<file path="src/rtl/hilo_mdu_seq_if.sv">
// Bus between the decode/regfile stage and the HI/LO multiply/divide sequencer.
// The master issues operations and mt/mf requests; the slave owns HI/LO.
interface hilo_mdu_seq_if #(
  parameter int DATA_WIDTH = 32
);
  logic                  start;
  logic [1:0]            op;
  logic [DATA_WIDTH-1:0] A;
  logic [DATA_WIDTH-1:0] B;
  logic                  mt_hi;
  logic                  mt_lo;
  logic [DATA_WIDTH-1:0] mt_wd;
  logic                  mf_req;
  logic                  busy;
  logic                  done;
  logic                  dz;
  logic                  stall;
  logic [DATA_WIDTH-1:0] HI;
  logic [DATA_WIDTH-1:0] LO;

  modport master (
    output start, op, A, B, mt_hi, mt_lo, mt_wd, mf_req,
    input  busy, done, dz, stall, HI, LO
  );

  modport slave (
    input  start, op, A, B, mt_hi, mt_lo, mt_wd, mf_req,
    output busy, done, dz, stall, HI, LO
  );
endinterface

</file>
<file path="src/rtl/hilo_mdu_seq.sv">
// Iterative multiply/divide engine owning HI/LO: shift-add multiply and
// restoring divide, one bit per clock, with sign fix-up in a final FIX cycle.
module hilo_mdu_seq #(
  parameter int DATA_WIDTH = 32
) (
  input  logic           CLK,
  input  logic           RST,
  hilo_mdu_seq_if.slave  bus
);
  localparam int W  = DATA_WIDTH;
  localparam int CW = $clog2(DATA_WIDTH);

  typedef enum logic [1:0] {IDLE, RUN, FIX} state_t;

  state_t          state;
  logic [CW-1:0]   cnt;
  logic [2*W-1:0]  acc;       // mult: {partial, multiplier}; div: {remainder, quotient}
  logic [W-1:0]    opd;       // multiplicand or divisor magnitude
  logic [W-1:0]    a_orig;
  logic            is_div;
  logic            sgn_q;
  logic            sgn_r;
  logic            div_zero;
  logic            busy;
  logic            done;
  logic            dz;
  logic [W-1:0]    hi_q;
  logic [W-1:0]    lo_q;

  logic [W-1:0]    mul_add;
  logic [W:0]      mul_sum;
  logic [2*W-1:0]  mul_next;
  logic [W:0]      div_trial;
  logic [2*W-1:0]  div_next;
  logic [2*W-1:0]  fix_prod;
  logic [W-1:0]    fix_hi;
  logic [W-1:0]    fix_lo;

  function automatic logic [W-1:0] mag(input logic [W-1:0] v, input logic is_signed);
    return (is_signed && v[W-1]) ? -v : v;
  endfunction

  // NOTE: every combinational output gets a default first so no path can infer a latch.
  always_comb begin
    mul_add   = '0;
    mul_sum   = '0;
    mul_next  = '0;
    div_trial = '0;
    div_next  = '0;
    fix_prod  = '0;
    fix_hi    = '0;
    fix_lo    = '0;

    mul_add  = acc[0] ? opd : '0;
    mul_sum  = {1'b0, acc[2*W-1:W]} + {1'b0, mul_add};
    mul_next = {mul_sum, acc[W-1:1]};

    // Negative trial result means the divisor did not fit: keep the shifted remainder.
    div_trial = {acc[2*W-1:W], acc[W-1]} - {1'b0, opd};
    div_next  = div_trial[W] ? {acc[2*W-2:0], 1'b0}
                             : {div_trial[W-1:0], acc[W-2:0], 1'b1};

    if (is_div) begin
      if (div_zero) begin
        fix_hi = a_orig;
        fix_lo = '1;
      end else begin
        fix_hi = sgn_r ? -acc[2*W-1:W] : acc[2*W-1:W];
        fix_lo = sgn_q ? -acc[W-1:0]   : acc[W-1:0];
      end
    end else begin
      fix_prod = sgn_q ? -acc : acc;
      fix_hi   = fix_prod[2*W-1:W];
      fix_lo   = fix_prod[W-1:0];
    end
  end

  // NOTE: all state is updated with non-blocking assignments so every register
  // samples pre-edge values regardless of statement order.
  always_ff @(posedge CLK) begin
    if (RST) begin
      state    <= IDLE;
      cnt      <= '0;
      acc      <= '0;
      opd      <= '0;
      a_orig   <= '0;
      is_div   <= 1'b0;
      sgn_q    <= 1'b0;
      sgn_r    <= 1'b0;
      div_zero <= 1'b0;
      busy     <= 1'b0;
      done     <= 1'b0;
      dz       <= 1'b0;
      hi_q     <= '0;
      lo_q     <= '0;
    end else begin
      done <= 1'b0;
      case (state)
        IDLE: begin
          if (bus.start) begin
            is_div   <= bus.op[1];
            sgn_q    <= bus.op[0] & (bus.A[W-1] ^ bus.B[W-1]);
            sgn_r    <= bus.op[0] & bus.A[W-1];
            a_orig   <= bus.A;
            div_zero <= (bus.B == '0);
            if (bus.op[1]) begin
              opd <= mag(bus.B, bus.op[0]);
              acc <= {{W{1'b0}}, mag(bus.A, bus.op[0])};
            end else begin
              opd <= mag(bus.A, bus.op[0]);
              acc <= {{W{1'b0}}, mag(bus.B, bus.op[0])};
            end
            cnt   <= '0;
            busy  <= 1'b1;
            state <= RUN;
          end else begin
            if (bus.mt_hi) hi_q <= bus.mt_wd;
            if (bus.mt_lo) lo_q <= bus.mt_wd;
          end
        end
        RUN: begin
          acc <= is_div ? div_next : mul_next;
          cnt <= cnt + 1'b1;
          if (cnt == CW'(W - 1)) state <= FIX;
        end
        FIX: begin
          hi_q  <= fix_hi;
          lo_q  <= fix_lo;
          if (is_div) dz <= div_zero;
          done  <= 1'b1;
          busy  <= 1'b0;
          state <= IDLE;
        end
        default: state <= IDLE;
      endcase
    end
  end

  // Same-cycle hold for the PC: anything touching HI/LO or the engine waits.
  assign bus.stall = busy & (bus.start | bus.mf_req | bus.mt_hi | bus.mt_lo);
  assign bus.busy  = busy;
  assign bus.done  = done;
  assign bus.dz    = dz;
  assign bus.HI    = hi_q;
  assign bus.LO    = lo_q;
endmodule

</file>
<file path="src/flat_wrapper.sv">
// flat-port wrapper written by rule: the top's interface ports become plain ports
module hilo_mdu_seq_flat 
#(
  parameter int DATA_WIDTH = 32
)
  (CLK, RST, bus_start, bus_op, bus_A, bus_B, bus_mt_hi, bus_mt_lo, bus_mt_wd, bus_mf_req, bus_busy, bus_done, bus_dz, bus_stall, bus_HI, bus_LO);
  hilo_mdu_seq_if #(.DATA_WIDTH(DATA_WIDTH)) bus_i ();
  input  logic CLK;
  input  logic RST;
  input wire logic [$bits(bus_i.start)-1:0] bus_start;
  input wire logic [$bits(bus_i.op)-1:0] bus_op;
  input wire logic [$bits(bus_i.A)-1:0] bus_A;
  input wire logic [$bits(bus_i.B)-1:0] bus_B;
  input wire logic [$bits(bus_i.mt_hi)-1:0] bus_mt_hi;
  input wire logic [$bits(bus_i.mt_lo)-1:0] bus_mt_lo;
  input wire logic [$bits(bus_i.mt_wd)-1:0] bus_mt_wd;
  input wire logic [$bits(bus_i.mf_req)-1:0] bus_mf_req;
  output wire logic [$bits(bus_i.busy)-1:0] bus_busy;
  output wire logic [$bits(bus_i.done)-1:0] bus_done;
  output wire logic [$bits(bus_i.dz)-1:0] bus_dz;
  output wire logic [$bits(bus_i.stall)-1:0] bus_stall;
  output wire logic [$bits(bus_i.HI)-1:0] bus_HI;
  output wire logic [$bits(bus_i.LO)-1:0] bus_LO;
  assign bus_i.start = bus_start;
  assign bus_i.op = bus_op;
  assign bus_i.A = bus_A;
  assign bus_i.B = bus_B;
  assign bus_i.mt_hi = bus_mt_hi;
  assign bus_i.mt_lo = bus_mt_lo;
  assign bus_i.mt_wd = bus_mt_wd;
  assign bus_i.mf_req = bus_mf_req;
  assign bus_busy = bus_i.busy;
  assign bus_done = bus_i.done;
  assign bus_dz = bus_i.dz;
  assign bus_stall = bus_i.stall;
  assign bus_HI = bus_i.HI;
  assign bus_LO = bus_i.LO;
  hilo_mdu_seq #(.DATA_WIDTH(DATA_WIDTH)) u_core (.CLK(CLK), .RST(RST), .bus(bus_i));
endmodule
</file>
<file path="config.mk">
export PLATFORM = sky130hd
export DESIGN_NAME = hilo_mdu_seq_flat
export DESIGN_NICKNAME = d
export VERILOG_FILES = /design/src/rtl/hilo_mdu_seq_if.sv /design/src/rtl/hilo_mdu_seq.sv /design/src/flat_wrapper.sv
export SDC_FILE = /design/constraint.sdc
export NUM_CORES = 1
export LEC_CHECK = 0
export ABC_AREA = 0
export BUFFER_PORTS_ARGS = -buffer_cell sky130_fd_sc_hd__buf_2
export CORE_ASPECT_RATIO = 0.9
export CORE_MARGIN = 2
export CORE_UTILIZATION = 50
export CTS_BUF_LIST = sky130_fd_sc_hd__clkbuf_4
export CTS_CLUSTER_SIZE = 25
export DETAILED_ROUTE_END_ITERATION = 8
export PLACE_DENSITY = 0.68
export REMOVE_ABC_BUFFERS = 1
export SLEW_MARGIN = 20
export SYNTH_ARGS = -nofsm -noshare
export SYNTH_HDL_FRONTEND = slang
export SYNTH_SLANG_ARGS = --single-unit
</file>
<file path="constraint.sdc">
create_clock -name CLK -period 9.3 [get_ports CLK]
set_clock_uncertainty 0.2 [all_clocks]
set_input_delay 0.93 -clock CLK [delete_from_list [all_inputs] [get_ports CLK]]
set_output_delay 0.93 -clock CLK [all_outputs]
set_load 0.02 [all_outputs]
</file>
Word level (Yosys, flattened, before mapping)
Index checks and enable logic that the tools add are counted.
{"block": "word_totals", "reg_bits": 206, "input_bits": 104, "output_inout_bits": 68, "wordCells": 80}
{"block": "op_classes", "addsub": 8, "eq_ne": 8, "n_mux": 30, "bitwise_logic": 7, "reduce_logical": 13}
{"op": "two-way mux 32 bit", "n": 15}
{"op": "two-way mux 64 bit", "n": 4}
{"op": "negator 32 bit", "n": 4}
{"op": "one-hot mux 32 bit (2 select lines)", "n": 2}
{"op": "one-hot mux 64 bit (2 select lines)", "n": 1}
{"op": "negator 64 bit", "n": 1}
{"op": "adder 32 x 32 -> 33 bit", "n": 1}
{"op": "subtractor 33 x 32 -> 33 bit", "n": 1}
{"op": "logical NOT 32 bit", "n": 1}
{"op": "one-hot mux 5 bit (2 select lines)", "n": 1}
{"op": "AND reduction 2 bit", "n": 5}
{"op": "inequality test 2 bit, second input constant", "n": 4}
{"op": "AND reduction 3 bit", "n": 2}
{"op": "adder 5 x 1 -> 5 bit, second input constant", "n": 1}
{"op": "equality test 5 bit, second input constant", "n": 1}
{"op": "two-way mux 5 bit", "n": 1}
{"op": "two-way mux 2 bit", "n": 2}
{"op": "one-hot mux 2 bit (2 select lines)", "n": 1}
{"op": "nonzero test 2 bit", "n": 2}
{"op": "bitwise AND 1 bit", "n": 3}
{"op": "bitwise OR 1 bit", "n": 3}
{"op": "equality test 2 x 1 -> 1 bit, second input constant", "n": 1}
{"op": "equality test 2 bit, second input constant", "n": 1}
{"op": "logical AND 1 bit", "n": 2}
{"op": "other kinds (5)", "n": 6}

Longest topological paths before layout
Gate-level depths: netlist of run 1.
{"block": "logic_depth", "depth_word": 5, "depth_mapped": 13, "mapped_depth_nobuf": 12}

Least setup slack after synthesis of run 1
No wires, ideal clock.
{"block": "synth_timing", "kind": "input port to flip-flop", "from": "input bus_B[15]", "to": "register u_core.opd[31]", "setup_time_ps": 79, "arrival_ps": 3538, "required_time_ps": 9021, "path_slack_ps": 5482, "path_stages": 9, "path_buffers": 1, "cell_sequence": "or3_4 > or4_4 > buf_6 > or4_4 > or4_4 > o31ai_2 > nand2_1 > a22o_1 > a211oi_2"}
{"block": "synth_between", "elab_chain_cells": 3}
{"element": "from (decl)", "line": "flat_wrapper.sv:13", "source": "input wire logic [$bits(bus_i.B)-1:0] bus_B;"}
{"element": "negator 32 bit", "line": "hilo_mdu_seq.sv:40", "source": "return (is_signed && v[W-1]) ? -v : v;"}
{"element": "two-way mux 32 bit", "line": "hilo_mdu_seq.sv:40"}
{"element": "two-way mux 32 bit", "line": "hilo_mdu_seq.sv:106", "source": "if (bus.op[1]) begin"}
{"element": "to (signal assigned)", "line": "hilo_mdu_seq.sv:107", "source": "opd <= mag(bus.B, bus.op[0]);"}
{"element": "to (signal assigned)", "line": "hilo_mdu_seq.sv:110", "source": "opd <= mag(bus.A, bus.op[0]);"}
{"element": "to (decl)", "line": "hilo_mdu_seq.sv:18", "source": "logic [W-1:0] opd;"}
Every way passes these cells.
A chain may end at the register's enable or synchronous reset.

Final worst setup path of run 1
{"block": "layout_timing", "from": "register u_core.acc[32]", "to": "register u_core.acc[45]"}
{"block": "layout_between", "elab_chain_cells": 4, "elab_cells_between_ends": 5, "classes_between": "add/sub (2); mux (3)"}
{"element": "from (decl)", "line": "hilo_mdu_seq.sv:17", "source": "logic [2*W-1:0] acc;"}
{"element": "from (signal assigned)", "line": "hilo_mdu_seq.sv:108", "source": "acc <= {{W{1'b0}}, mag(bus.A, bus.op[0])};"}
{"element": "from (signal assigned)", "line": "hilo_mdu_seq.sv:111", "source": "acc <= {{W{1'b0}}, mag(bus.B, bus.op[0])};"}
{"element": "from (signal assigned)", "line": "hilo_mdu_seq.sv:122", "source": "acc <= is_div ? div_next : mul_next;"}
{"element": "subtractor 33 x 32 -> 33 bit", "line": "hilo_mdu_seq.sv:59", "source": "div_trial = {acc[2*W-1:W], acc[W-1]} - {1'b0, opd};"}
{"element": "two-way mux 64 bit", "line": "hilo_mdu_seq.sv:60", "source": "div_next = div_trial[W] ? {acc[2*W-2:0], 1'b0}"}
{"element": "two-way mux 64 bit (*)", "line": "hilo_mdu_seq.sv:122"}
{"element": "one-hot mux 64 bit (2 select lines) (*)", "line": "hilo_mdu_seq.sv:98", "source": "case (state)"}
Every way passes the cells marked *; elsewhere a longest branch is shown, timed or not.

==> metrics.txt, run 1 <==
outcome finished, final reports clean; post-CTS setup buffer count 0; R2R Path Start u_core.acc[32]$_SDFFE_PP0P_; Final GP Congestion 1.05; number of synthesized register bits 206; max-cap violation count 0; top post-synthesis cells by area dfxtp_1 (24%), nand2_1 (6.5%), a21oi_1 (5.7%); Crit path largest cell delay 790 ps; DIE AREA 35400 sq um; Setup Viol. Count Final 0; Worst slew margin 29.0%; total gr overflow 0; Synth async-reset ratio 0%; f_max 0.216 GHz; Via density 6.50; top cells by count, synth nand2_1 (293), nor2_1 (210), dfxtp_1 (206), a21oi_1 (192), clkbuf_1 (161); Syn Inst Count 2305; Overall Global Routing Usage 35.7%; nets@finish 2552; Hold Path End u_core.a_orig[13]$_SDFFE_PP0P_; total wire length 64200 microns; Setup crit end kind flip-flop; Adder-Cell Fraction of Synth Area 5.40%; most common cell in the synthesized netlist nand2_1; DRC 0; number of core rows 63; mux cell area share after synthesis 4.30%; Avg Cell Area, Syn 7.36 sq um; Post-synth EDFFs 0; Slew @ Worst Pin 1050 ps; Compound-Gate Fraction of Synth Area 29.6%; final-layout fill cell count 3304; hold crit path type in -> reg; Yosys top cell area share 24.3%; Hold-fix buffers, CTS 0; Root Buffer clkbuf_4; core area 33200 sq um; Seq/Total Area, Yosys 24.3%; slowest CP cell o311ai_1; initial drt markers 1960; width of the chip 198 microns; count of final max-slew check failures 0; global-route wire length before repair 98400 microns; Pwr Density 142 nW/um^2; Worst R2R Setup Slack 4680 ps; Synth Warn # 0; Area Growth Syn to Fin 10.1%; Final Hold Viols 0; Synth area leader dfxtp_1; Critical Path Source Type flip-flop; Arr. time, crit path 5080 ps; Worst-path clk slew 70 ps; clk_lat worst skew 780 ps; reg2reg end u_core.acc[45]$_SDFFE_PP0P_; vias 18700; largest family of logic cells by synthesized area compound AO/OA/AOI/OAI gates; hold-critical path depth 3; layout cells sized above 1 14.2%; Top FF cell, synth dfxtp_1; minimum clock period 4620 ps; IO Port Bufs 171; Mapped Area 17000 sq um; DRT antenna net count 0; CP max FO 24; initial core utilization 51.1%; # clock sinks 206; R2R cell count 11; clk buf depth 3; Resize count post-CTS 0; Worst EP required 9750 ps; DR WL/cell 22.3 microns; H-tree levels 2; number of global-route vias before repair 17300; RSZ-0062 raised after global routing no; Die Ht 179 microns; Setup TNS 0 ps; XOR/XNOR Fraction of Synth Area 9.70%; critical path class reg -> reg; LEAKAGE 0.00750 uW; Final Cycle Share 49.7%; pin count of the biggest net entering global routing 78; Worst VDD drop 0.110 mV; cells along the critical path inv_1, fa_1, nand2b_1, a21oi_1, o21ai_0, o311ai_1, a211oi_1, xnor2_4, buf_4, mux2_2, a221o_1; Util after Layout 56.3%; Num CTS Buffers 56; Simple-Gate Fraction of Synth Area 20.6%; CTS tree built; antenna violations before repair 1; HP Start bus_A[13]; multi-input logic area 11900 sq um; detailed placement HPWL 47200 microns; FF+latch area 4130 sq um; io pins 172; Pre-antenna DRT Iters 6; number of library cell types mapped by synthesis 85
-- routing by layer --
metal	routed length (microns)	share of wire [%]	global-route usage, %
met1	27500	43	49.1
met2	27300	42	54.1
met3	6570	10	6.64
met4	2890	4.5	16.4
met5	0	0	0
-- worst max-delay path, delay by kind of cell (launching register included) --
kind	cells	cell delay (ps)
AO/OA/AOI/OAI	5	1870
XOR/XNOR	1	310
adder cells (fa/ha/maj)	1	460
buffers and inverters	2	570
flip-flops	1	530
multiplexers	1	380
AND/OR/NAND/NOR	1	180
-- how the worst max path moves through the flow --
stage                                            from                     endpoint  cells past startpoint
after global routing      u_core.acc[32]$_SDFFE_PP0P_  u_core.acc[62]$_SDFFE_PP0P_                     10
after CTS                 u_core.acc[32]$_SDFFE_PP0P_  u_core.acc[45]$_SDFFE_PP0P_                     11
after global placement    u_core.acc[31]$_SDFFE_PP0P_  u_core.acc[45]$_SDFFE_PP0P_                     12
after floorplan                             bus_start  u_core.acc[20]$_SDFFE_PP0P_                      6
final                     u_core.acc[32]$_SDFFE_PP0P_  u_core.acc[45]$_SDFFE_PP0P_                     11
after detailed placement  u_core.acc[31]$_SDFFE_PP0P_  u_core.acc[45]$_SDFFE_PP0P_                     12
-- through the flow --
step	instance area [sq um]	setup slack (ps)	total power [uW]	hold slack [ps]	instances
6_report	18700	4680	2650	235	2876
5_1_grt	18700	4330	2780	203	2876
4_1_cts	18700	4710	2640	198	2875
3_5_place_dp	17900	4720	1750	244	2773
3_3_place_gp	17900	4860	1740	241	2773
2_1_floorplan	16200	3300	1490	225	2119
-- cells in the final DEF, fill, tap and decap left out, types with 20 or more instances in the layout --
cell and n:
o22ai_1 23, nor2_1 206, inv_1 75, nand4_1 20
a21o_1 32, o211ai_1 47, buf_2 170, a211oi_1 55
a22oi_1 22, clkbuf_4 75, dfxtp_1 204, buf_4 28
or4_1 24, nand3_1 43, mux2i_1 65, xnor2_1 91
ha_1 70, a311oi_1 26, a221oi_1 21, o31ai_1 53
nor3_1 42, nand2_1 292, o21ai_0 131, xor2_1 94
a21oi_1 192, o41ai_1 22
-- report_power, final --
group,switching [uW],internal [uW]
clock,439,459
combinational,479,266
sequential,70.5,940
-- cells by family after synthesis --
logic type / after synthesis
buffers and inverters: 261
xor gates and xnor gates: 187
DFF: 206
AOI/OAI and AO/OA: 751
muxes: 72
adders and majority gates: 72
and+or+nand+nor: 756
-- registers in the layout (all words and copies together), names as in the netlist --
signal and count:
u_core.bus.dz 1, u_core.bus.HI 32, u_core.state 2, u_core.sgn_q 1, u_core.is_div 1, u_core.bus.LO 32, u_core.sgn_r 1, u_core.cnt 5
u_core.div_zero 1, u_core.bus.busy 1, u_core.bus.done 1, u_core.opd 32, u_core.acc 64, u_core.a_orig 32
-- final cells by class --
class | instances | area share, %
multi-input cells | 1838 | 63.6
flip-flops and latches | 206 | 22.1
repair buffers | 199 | 5.74
well taps | 455 | 3.05
clock buffers | 75 | 3.01
inverters | 75 | 1.51
clock inverters | 27 | 1.00
diodes | 1 | 0.0134
No activity file was read; power rests on OpenSTA's default activity.
==> inputs of run 2 (changes only) <==
--- a/config.mk
+++ b/config.mk
@@ -13,7 +13,7 @@
 export CTS_BUF_LIST = sky130_fd_sc_hd__clkbuf_4
 export CTS_CLUSTER_SIZE = 25
 export DETAILED_ROUTE_END_ITERATION = 8
-export PLACE_DENSITY = 0.68
+export PLACE_DENSITY = 0.71
 export REMOVE_ABC_BUFFERS = 1
 export SLEW_MARGIN = 20
 export SYNTH_ARGS = -nofsm -noshare
==> constraint.sdc (replaced) <==
create_clock -name CLK -period 4.2 [get_ports CLK]
set_clock_uncertainty 0.2 [all_clocks]
set_input_delay 0.42 -clock CLK [delete_from_list [all_inputs] [get_ports CLK]]
set_output_delay 0.42 -clock CLK [all_outputs]
set_load 0.02 [all_outputs]
==> metrics.txt, run 2 (synthesis results as in run 1) <==
outcome finished, final reports clean (unchanged); DRC 0 (unchanged); IO Port Bufs 171 (unchanged); H-tree levels 2 (unchanged); clk buf depth 3 (unchanged); nets@finish 2679 (was 2552); Metal-1 WL 28200 microns (was 27500 microns); DIE AREA 35400 sq um (unchanged); DRT antenna net count 0 (unchanged); hold crit path type in -> reg (unchanged); Hold WS 24.5 ps (was 235 ps); met2 WL post-DR 28200 microns (was 27300 microns); Hold-fix buffers, CTS 89 (was 0); Largest Register u_core.acc (unchanged); Root Buffer clkbuf_4 (unchanged); R2R cell count 13 (was 11); Die Ht 179 microns (unchanged); reg2reg end u_core.acc[34]$_SDFFE_PP0P_ (was u_core.acc[45]$_SDFFE_PP0P_); most frequent cells in the layout nand2_1 (292), nor2_1 (207), dfxtp_1 (204) (was nand2_1 (292), nor2_1 (206), dfxtp_1 (204)); Resize count post-CTS 0 (unchanged); CP max FO 10 (was 24); hold-critical path depth 5 (was 3); io pins 172 (unchanged); final-layout fill cell count 3092 (was 3304); layout cells sized above 1 14.8% (was 14.2%); initial drt markers 2436 (was 1960); antenna violations before repair 4 (was 1); Overall Global Routing Usage 37.3% (was 35.7%); total gr overflow 0 (unchanged); Final Hold Viols 0 (unchanged); total power 5940 uW (was 2650 uW); pin count of the biggest net entering global routing 63 (was 78); max-cap violation count 0 (unchanged); Worst EP required 4630 ps (was 9750 ps); sequential power share 37.5% (was 38.1%); Worst VDD drop 0.212 mV (was 0.110 mV); Final Cycle Share 93.9% (was 49.7%); global-route wire length before repair 102000 microns (was 98400 microns); detailed placement HPWL 50100 microns (was 47200 microns); Pwr Density 300 nW/um^2 (was 142 nW/um^2); width of the chip 198 microns (unchanged); critical path class reg -> reg (unchanged); Setup TNS 0 ps (unchanged); Num CTS Buffers 56 (unchanged); Critical Path Source Type flip-flop (unchanged); Switching Fraction 38.2% (was 37.3%); Arr. time, crit path 4370 ps (was 5080 ps); Via density 6.49 (was 6.50); Worst-path clk slew 70 ps (about the same); initial core utilization 51.1% (unchanged); number of core rows 63 (unchanged); vias 19500 (was 18700); DR WL/cell 22.5 microns (was 22.3 microns); HP Start bus_B[10] (was bus_A[13]); Final GP Congestion 1.01 (was 1.05); LEAKAGE 0.00805 uW (was 0.00750 uW); commonest non-fill, non-tap cell in the layout nand2_1 (unchanged); CTS tree built (unchanged); number of global-route vias before repair 18000 (was 17300); total wire length 67700 microns (was 64200 microns); f_max 0.254 GHz (was 0.216 GHz); Internal 3670 uW (was 1660 uW); Setup crit end kind flip-flop (unchanged); core area 33200 sq um (unchanged); Area Growth Syn to Fin 16.8% (was 10.1%); Setup Viol. Count Final 0 (unchanged); count of final max-slew check failures 0 (unchanged); # clock sinks 206 (unchanged); Non-Filler Instances 3007 (was 2876); minimum clock period 3940 ps (was 4620 ps); top layer in use met5 (was met4); Hold Path End u_core.opd[10]$_SDFFE_PP0P_ (was u_core.a_orig[13]$_SDFFE_PP0P_); Worst R2R Setup Slack 260 ps (was 4680 ps); clk_lat worst skew 770 ps (was 780 ps); Net Sw Power 2270 uW (was 988 uW); RSZ-0062 raised after global routing no (unchanged); post-CTS setup buffer count 0 (unchanged); Worst slew margin 42.4% (was 29.0%); Comb power frac 30.4% (was 28.1%); WL met3 7950 microns (was 6570 microns); R2R Path Start u_core.acc[31]$_SDFFE_PP0P_ (was u_core.acc[32]$_SDFFE_PP0P_); Slew @ Worst Pin 863 ps (was 1050 ps); max reg flops 64 (unchanged); Clock Power Share 32.1% (was 33.8%); Pre-antenna DRT Iters 8 (was 6); Util after Layout 59.7% (was 56.3%); Post-Place Cells 2811 (was 2773)
[run 2: cell count changes in the layout (fill, tap and decap cells not counted), moves of 2 or more]
cell,previous run,this run
bufinv_16,3,1
clkinv_1,18,20
clkbuf_4,75,77
clkinv_2,6,4
dlygate4sd3_1,0,89
inv_2,0,2
buf_4,28,66
diode_2,1,3
[run 2: critical path: stages, from the launching register on]
cell and delay [ps]:
dfxtp_1 370, inv_1 130, ha_1 240, fa_1 420, nand2b_1 190, a21oi_1 200, o21ai_0 210, o311ai_1 460
a211oi_1 140, buf_4 180, xnor2_4 360, buf_4 290, mux2i_1 90, a221o_1 330
[run 2: layout make-up]
class / instances / area, sq um / area share (%)
Timing Repair Buffer: 326 / 2260 / 11.4
Tap cell: 455 / 569 / 2.87
Clock inverter: 27 / 133 / 0.669
Inverter: 75 / 282 / 1.42
Multi-Input combinational cell: 1838 / 11900 / 59.8
Antenna cell: 3 / 7.51 / 0.0379
Sequential cell: 206 / 4130 / 20.8
Clock buffer: 77 / 578 / 2.92
[run 2: routing by layer]
metal | up-vias | global-route usage (%)
met5 | - | 0
met4 | 2 | 17.7
met2 | 1250 | 55.4
met3 | 198 | 8.60
li1 | 8868 | -
met1 | 9191 | 50.8
[run 2: stage by stage]
stage | cell area, sq um | setup slack, ps
3_3_place_gp | 18200 | 441
3_5_place_dp | 18200 | 351
4_1_cts | 19800 | 307
6_report | 19800 | 256
2_1_floorplan | 16200 | -1290
5_1_grt | 19800 | 21.6
[run 2: worst max path at each step]
| stage | startpoint | endpoint | cells after the start | slack, ps |
|---|---|---|---|---|
| 6_report | u_core.acc[31]$_SDFFE_PP0P_ | u_core.acc[34]$_SDFFE_PP0P_ | 13 | 260 |
| 5_1_grt | u_core.acc[31]$_SDFFE_PP0P_ | u_core.acc[62]$_SDFFE_PP0P_ | 13 | 20 |
| 4_1_cts | u_core.acc[31]$_SDFFE_PP0P_ | u_core.acc[45]$_SDFFE_PP0P_ | 12 | 310 |
| 3_5_place_dp | u_core.acc[31]$_SDFFE_PP0P_ | u_core.acc[45]$_SDFFE_PP0P_ | 12 | 350 |
| 3_3_place_gp | u_core.acc[31]$_SDFFE_PP0P_ | u_core.acc[45]$_SDFFE_PP0P_ | 12 | 440 |
| 2_1_floorplan | bus_start | u_core.acc[20]$_SDFFE_PP0P_ | 6 | -1290 |
[run 2: power groups by stage]
stage,clock network [uW],registers (uW),logic (uW)
final,1910,2230,1810
after floorplan,0,2290,1010
after global routing,2000,2240,1940
after global placement,0,2260,1660
after CTS,1900,2220,1750
after detailed placement,0,2260,1680
